### config.mk
export PLATFORM = sky130hd
export DESIGN_NAME = piezo_melody_ctrl
export DESIGN_NICKNAME = d
export VERILOG_FILES = /design/src/rtl/piezo_melody_ctrl.sv
export SDC_FILE = /design/constraint.sdc
export NUM_CORES = 1
export LEC_CHECK = 0
export CORE_MARGIN = 2
export CORE_UTILIZATION = 60
export CTS_CLUSTER_SIZE = 14
export DETAILED_ROUTE_END_ITERATION = 12
export PLACE_DENSITY = 0.81
export SETUP_SLACK_MARGIN = 0.02
export SLEW_MARGIN = 0
export SYNTH_ARGS = -nofsm -noshare
export SYNTH_HDL_FRONTEND = slang
export SYNTH_SLANG_ARGS = --single-unit
### constraint.sdc
create_clock -name clk -period 5.9 [get_ports clk]
set_clock_uncertainty 0.05 [all_clocks]
set_input_delay 1.18 -clock clk [delete_from_list [all_inputs] [get_ports clk]]
set_output_delay 1.18 -clock clk [all_outputs]
set_load 0.005 [all_outputs]
### src/rtl/piezo_melody_ctrl.sv
// piezo_melody_ctrl: arbitrates the piezo key-select between the manual key
// switches (while idle) and a 16-entry melody ROM (while playing). Handles
// beat timing, inter-note gaps, rests, looped playback and abort.
module piezo_melody_ctrl #(
    parameter int BEAT_DIV = 2500000,
    parameter int GAP_CYC  = 250000
) (
    input  logic        clk,
    input  logic        reset,
    input  logic [11:0] sw_key,
    input  logic        start,
    input  logic        stop,
    input  logic        loop,
    output logic [11:0] key_out,
    output logic        busy,
    output logic        done,
    output logic [3:0]  note_idx
);

    localparam logic [1:0] S_IDLE = 2'd0;
    localparam logic [1:0] S_PLAY = 2'd1;
    localparam logic [1:0] S_GAP  = 2'd2;

    localparam logic [23:0] BEAT_LAST = 24'(BEAT_DIV - 1);
    localparam logic [23:0] GAP_LAST  = 24'((GAP_CYC > 0) ? GAP_CYC - 1 : 0);
    localparam logic        HAS_GAP   = (GAP_CYC > 0);

    // Melody ROM: {code[3:0], dur[1:0]}; code 0 = rest, 1..12 = key, 13..15 = END.
    function automatic logic [5:0] rom_entry(input logic [3:0] idx);
        case (idx)
            4'd0:    rom_entry = {4'd1,  2'd0};
            4'd1:    rom_entry = {4'd3,  2'd0};
            4'd2:    rom_entry = {4'd5,  2'd0};
            4'd3:    rom_entry = {4'd6,  2'd0};
            4'd4:    rom_entry = {4'd8,  2'd0};
            4'd5:    rom_entry = {4'd10, 2'd0};
            4'd6:    rom_entry = {4'd12, 2'd0};
            4'd7:    rom_entry = {4'd8,  2'd2};
            4'd8:    rom_entry = {4'd0,  2'd1};
            default: rom_entry = {4'd15, 2'd0};
        endcase
    endfunction

    function automatic logic [11:0] key_onehot(input logic [3:0] code);
        if (code >= 4'd1 && code <= 4'd12)
            key_onehot = 12'd1 << (code - 4'd1);
        else
            key_onehot = 12'd0;
    endfunction

    function automatic logic is_end(input logic [3:0] code);
        is_end = (code >= 4'd13);
    endfunction

    // Index of the final beat for a duration code (1/2/4/8 beats).
    function automatic logic [2:0] last_beat(input logic [1:0] dur);
        case (dur)
            2'd0:    last_beat = 3'd0;
            2'd1:    last_beat = 3'd1;
            2'd2:    last_beat = 3'd3;
            default: last_beat = 3'd7;
        endcase
    endfunction

    function automatic logic one_bit_set(input logic [11:0] v);
        one_bit_set = (v != 12'd0) && ((v & (v - 12'd1)) == 12'd0);
    endfunction

    logic [1:0]  state;
    logic [23:0] prescale;
    logic [2:0]  beat_cnt;
    logic [23:0] gap_cnt;

    logic [5:0]  cur_entry;
    logic [3:0]  cur_code;
    logic        note_end;
    logic [3:0]  next_idx;
    logic [5:0]  next_entry;

    logic [1:0]  fetch_state;
    logic [3:0]  fetch_idx;
    logic [11:0] fetch_key;
    logic        fetch_busy;
    logic        fetch_done;

    // Decode the current entry and detect the last cycle of its last beat.
    always_comb begin
        cur_entry  = rom_entry(note_idx);
        cur_code   = cur_entry[5:2];
        note_end   = (prescale == BEAT_LAST) && (beat_cnt == last_beat(cur_entry[1:0]));
        next_idx   = note_idx + 4'd1;
        next_entry = rom_entry(next_idx);
    end

    // Outcome of advancing to the next entry: finish, wrap to entry 0, or play it.
    always_comb begin
        fetch_state = S_PLAY;
        fetch_idx   = next_idx;
        fetch_key   = key_onehot(next_entry[5:2]);
        fetch_busy  = 1'b1;
        fetch_done  = 1'b0;
        if (is_end(next_entry[5:2])) begin
            if (loop) begin
                fetch_idx = 4'd0;
                fetch_key = key_onehot(rom_entry(4'd0) >> 2);
            end else begin
                fetch_state = S_IDLE;
                fetch_key   = 12'd0;
                fetch_busy  = 1'b0;
                fetch_done  = 1'b1;
            end
        end
    end

    // Sequencer state machine; every output is registered here.
    always_ff @(posedge clk or negedge reset) begin
        if (!reset) begin
            state    <= S_IDLE;
            key_out  <= 12'd0;
            busy     <= 1'b0;
            done     <= 1'b0;
            note_idx <= 4'd0;
            prescale <= 24'd0;
            beat_cnt <= 3'd0;
            gap_cnt  <= 24'd0;
        end else begin
            done <= 1'b0;
            case (state)
                S_IDLE: begin
                    if (start && !stop) begin
                        state    <= S_PLAY;
                        note_idx <= 4'd0;
                        key_out  <= key_onehot(rom_entry(4'd0) >> 2);
                        busy     <= 1'b1;
                        prescale <= 24'd0;
                        beat_cnt <= 3'd0;
                        gap_cnt  <= 24'd0;
                    end else begin
                        key_out <= one_bit_set(sw_key) ? sw_key : 12'd0;
                    end
                end
                S_PLAY: begin
                    if (stop) begin
                        state   <= S_IDLE;
                        key_out <= 12'd0;
                        busy    <= 1'b0;
                    end else if (note_end) begin
                        if (HAS_GAP && key_onehot(cur_code) != 12'd0) begin
                            state   <= S_GAP;
                            key_out <= 12'd0;
                            gap_cnt <= 24'd0;
                        end else begin
                            state    <= fetch_state;
                            note_idx <= fetch_idx;
                            key_out  <= fetch_key;
                            busy     <= fetch_busy;
                            done     <= fetch_done;
                            prescale <= 24'd0;
                            beat_cnt <= 3'd0;
                        end
                    end else if (prescale == BEAT_LAST) begin
                        prescale <= 24'd0;
                        beat_cnt <= beat_cnt + 3'd1;
                    end else begin
                        prescale <= prescale + 24'd1;
                    end
                end
                S_GAP: begin
                    if (stop) begin
                        state   <= S_IDLE;
                        key_out <= 12'd0;
                        busy    <= 1'b0;
                    end else if (gap_cnt == GAP_LAST) begin
                        state    <= fetch_state;
                        note_idx <= fetch_idx;
                        key_out  <= fetch_key;
                        busy     <= fetch_busy;
                        done     <= fetch_done;
                        prescale <= 24'd0;
                        beat_cnt <= 3'd0;
                        gap_cnt  <= 24'd0;
                    end else begin
                        gap_cnt <= gap_cnt + 24'd1;
                    end
                end
                default: begin
                    state   <= S_IDLE;
                    key_out <= 12'd0;
                    busy    <= 1'b0;
                end
            endcase
        end
    end

endmodule

==> qor.txt <==
std cell rows: 33
minimum clock period after layout: 3.66 ns
CTS tree: done
routed wire length: 12800 µm
Max-slew headroom: 21.1%
final hold violations: 0
Max Root-Sink Buffers: 2
max_cap viols: 0
Synth Area per Inst: 8.71 µm²
Layout Cells excl Fill: 698
# hold bufs at CTS: 0
Area Overhead vs Synth: 10.8%
Initial Utilization: 61.3%
met2 usage: 50.2%
Cell Area, Synth: 0.00496 mm²
Netlist cell types: 70
static leakage: 2.15 nW
met1 usage: 39.4%
Worst EP arrival: 3.85 ns
number of synthesized flops with an enable pin: 0
power per cell area: 350 mW/mm²
fillers: 666
Syn Nets: 603
diodes inserted: 0
die area: 0.00901 mm²
Die Wd: 94.9 µm
chip height: 94.9 µm
routed vias/inst: 6.68
first-pass GRT wire length: 21300 µm
drt pass-1 iters: 6
Starting DRT DRC Count: 340
Clk Latency, worst-skew pair: 0.36 ns
Tot GR Track Use: 30.1%
actual slew at the worst max-slew pin: 1.17 ns
commonest cells after routing, fill and taps aside: 71 x dfrtp_1, 50 x nand2_1, 36 x o21ai_0
commonest non-fill, non-tap cell in the layout: dfrtp_1
Post-Route Utilization: 67.9%
GRT busiest layer: met2
cts repair resizes: 0
hpwl dp: 9100 µm
RSZ-0062 raised after global routing: no
Pins Over Slew Limit: 0
GR Layer Usage met3: 5.59%
HP Class: flop to flop
dpl cells: 684
CTS clk-pin slew, worst paths: 0.07 ns
DP Area: 0.00533 mm²
Nets: 624
TritonCTS Sinks: 71
Avg WL per Cell: 18.3 µm
Post-CTS Setup Bufs: 0
fin area: 0.00549 mm²
power consumption: 1.92 mW
Syn Inst Count: 569
GPL Wtd Cong: 0.918
Yosys warning total: 0
Worst Path Max Fanout: 18
htree depth: 3
layout cells sized above 1: 6.91%
post-synthesis sequential area ratio: 35.8%
status: complete, no violations
Reg2Reg Setup Slack: 2.32 ns
global route overflow: 0
Yosys reg bits: 71
ys flop type: dfrtp_1
DRC: 0
Root Driver: clkbuf_8
Setup crit start kind: primary input
vias in the first global route: 4379
total negative setup slack: 0 ns
final setup fails: 0
Critical Path RT: 6.09 ns
period utilisation layout: 62.0%
async set or reset register ratio after synthesis: 100%
PortBufs: 34
post-route ant nets: 0
Vias: 4663
I/O pins: 35
Setup CP Type: primary input to flop
Peak VDD IR: 0.000160 V
area of the core: 0.00809 mm²
CP Capture Type: flop
initial antenna violation count: 0
number of CTS-inserted buffers: 9
Peak Freq: 273 MHz
largest net degree at the start of global routing: 72
[final timing paths]
| path | startpoint | endpoint | depth (start not counted) |
|---|---|---|---|
| max | stop | prescale[14] | 6 |
| min | prescale[4] | prescale[4] | 1 |
| max reg2reg | note_idx[0] | prescale[14] | 9 |
| min reg2reg | prescale[4] | prescale[4] | 1 |
| max in group asynchronous | reset | key_out[4] | 2 |
| min in group asynchronous | reset | beat_cnt[2] | 2 |
[final cells by class]
type | count | area [µm²] | share of cell area [%]
flip-flops and latches | 71 | 1780 | 32.3
well taps | 105 | 131 | 2.39
clock buffers | 13 | 159 | 2.89
multi-input cells | 442 | 2950 | 53.6
repair buffers | 39 | 373 | 6.79
clock inverters | 1 | 5.00 | 0.0911
inverters | 27 | 101 | 1.85
[worst max-delay path: stages]
cell and delay, ns:
clkdlybuf4s50_1 0.53, nor2_1 0.32, a21o_1 0.35, nand2_4 0.20, or3_1 0.78, o41ai_2 0.47
[Yosys cell counts (8+ instances only)]
library cell / n / share of area [%]
dfrtp_1: 71 / 36
nand2_1: 50 / 3.8
o21ai_0: 36 / 3.6
a21oi_1: 34 / 3.4
nor2_1: 34 / 2.6
inv_1: 27 / 2.0
o31ai_1: 27 / 4.1
nand3_1: 21 / 2.1
nand4_1: 20 / 2.5
clkbuf_1: 17 / 1.3
ha_1: 17 / 4.3
nor3_1: 16 / 1.6
or3_1: 15 / 1.9
a31oi_1: 14 / 1.8
and3_1: 12 / 1.5
or4_1: 11 / 1.7
and2_1: 10 / 1.3
buf_2: 9 / 0.91
nand2b_1: 9 / 1.1
nor4_1: 8 / 1.0
nor4b_1: 8 / 1.4
[cells by family after synthesis]
logic type | count (synthesis) | synth area share [%]
buffers and inverters | 56 | 4.72
muxes | 7 | 1.46
xor gates and xnor gates | 10 | 1.77
DFF | 71 | 35.8
and+or+nand+nor | 238 | 26.5
adders and majority gates | 18 | 4.49
AOI/OAI and AO/OA | 169 | 25.2
[stage by stage]
stage	hold slack [ns]	setup WS [ns]
floorplan	0.418	2.84
global placement	0.436	2.07
detailed placement	0.461	1.94
CTS	0.465	2.30
global route	0.499	1.98
finish	0.470	2.24
[power by group]
part / leakage, nW / switching (mW) / total [mW] / internal, mW
combinational: 1.09 / 0.619 / 0.954 / 0.334
clock: 0.0854 / 0.180 / 0.351 / 0.171
sequential: 0.979 / 0.0734 / 0.615 / 0.542
total: 2.15 / 0.873 / 1.92 / 1.05
[metal layers]
| layer | wire (µm) | part of all wire [%] | up-vias |
|---|---|---|---|
| li1 | - | - | 2198 |
| met4 | 194 | 1.5 | 0 |
| met5 | 0 | 0 | - |
| met2 | 6220 | 49 | 193 |
| met3 | 812 | 6.4 | 25 |
| met1 | 5530 | 43 | 2247 |
[sequential cells by signal, summed over array words and instances (netlist names)]
signal / cells
gap_cnt: 24
note_idx: 4
state: 2
prescale: 24
beat_cnt: 3
key_out: 12
done: 1
busy: 1
No activity file was read; power rests on OpenSTA's default activity.
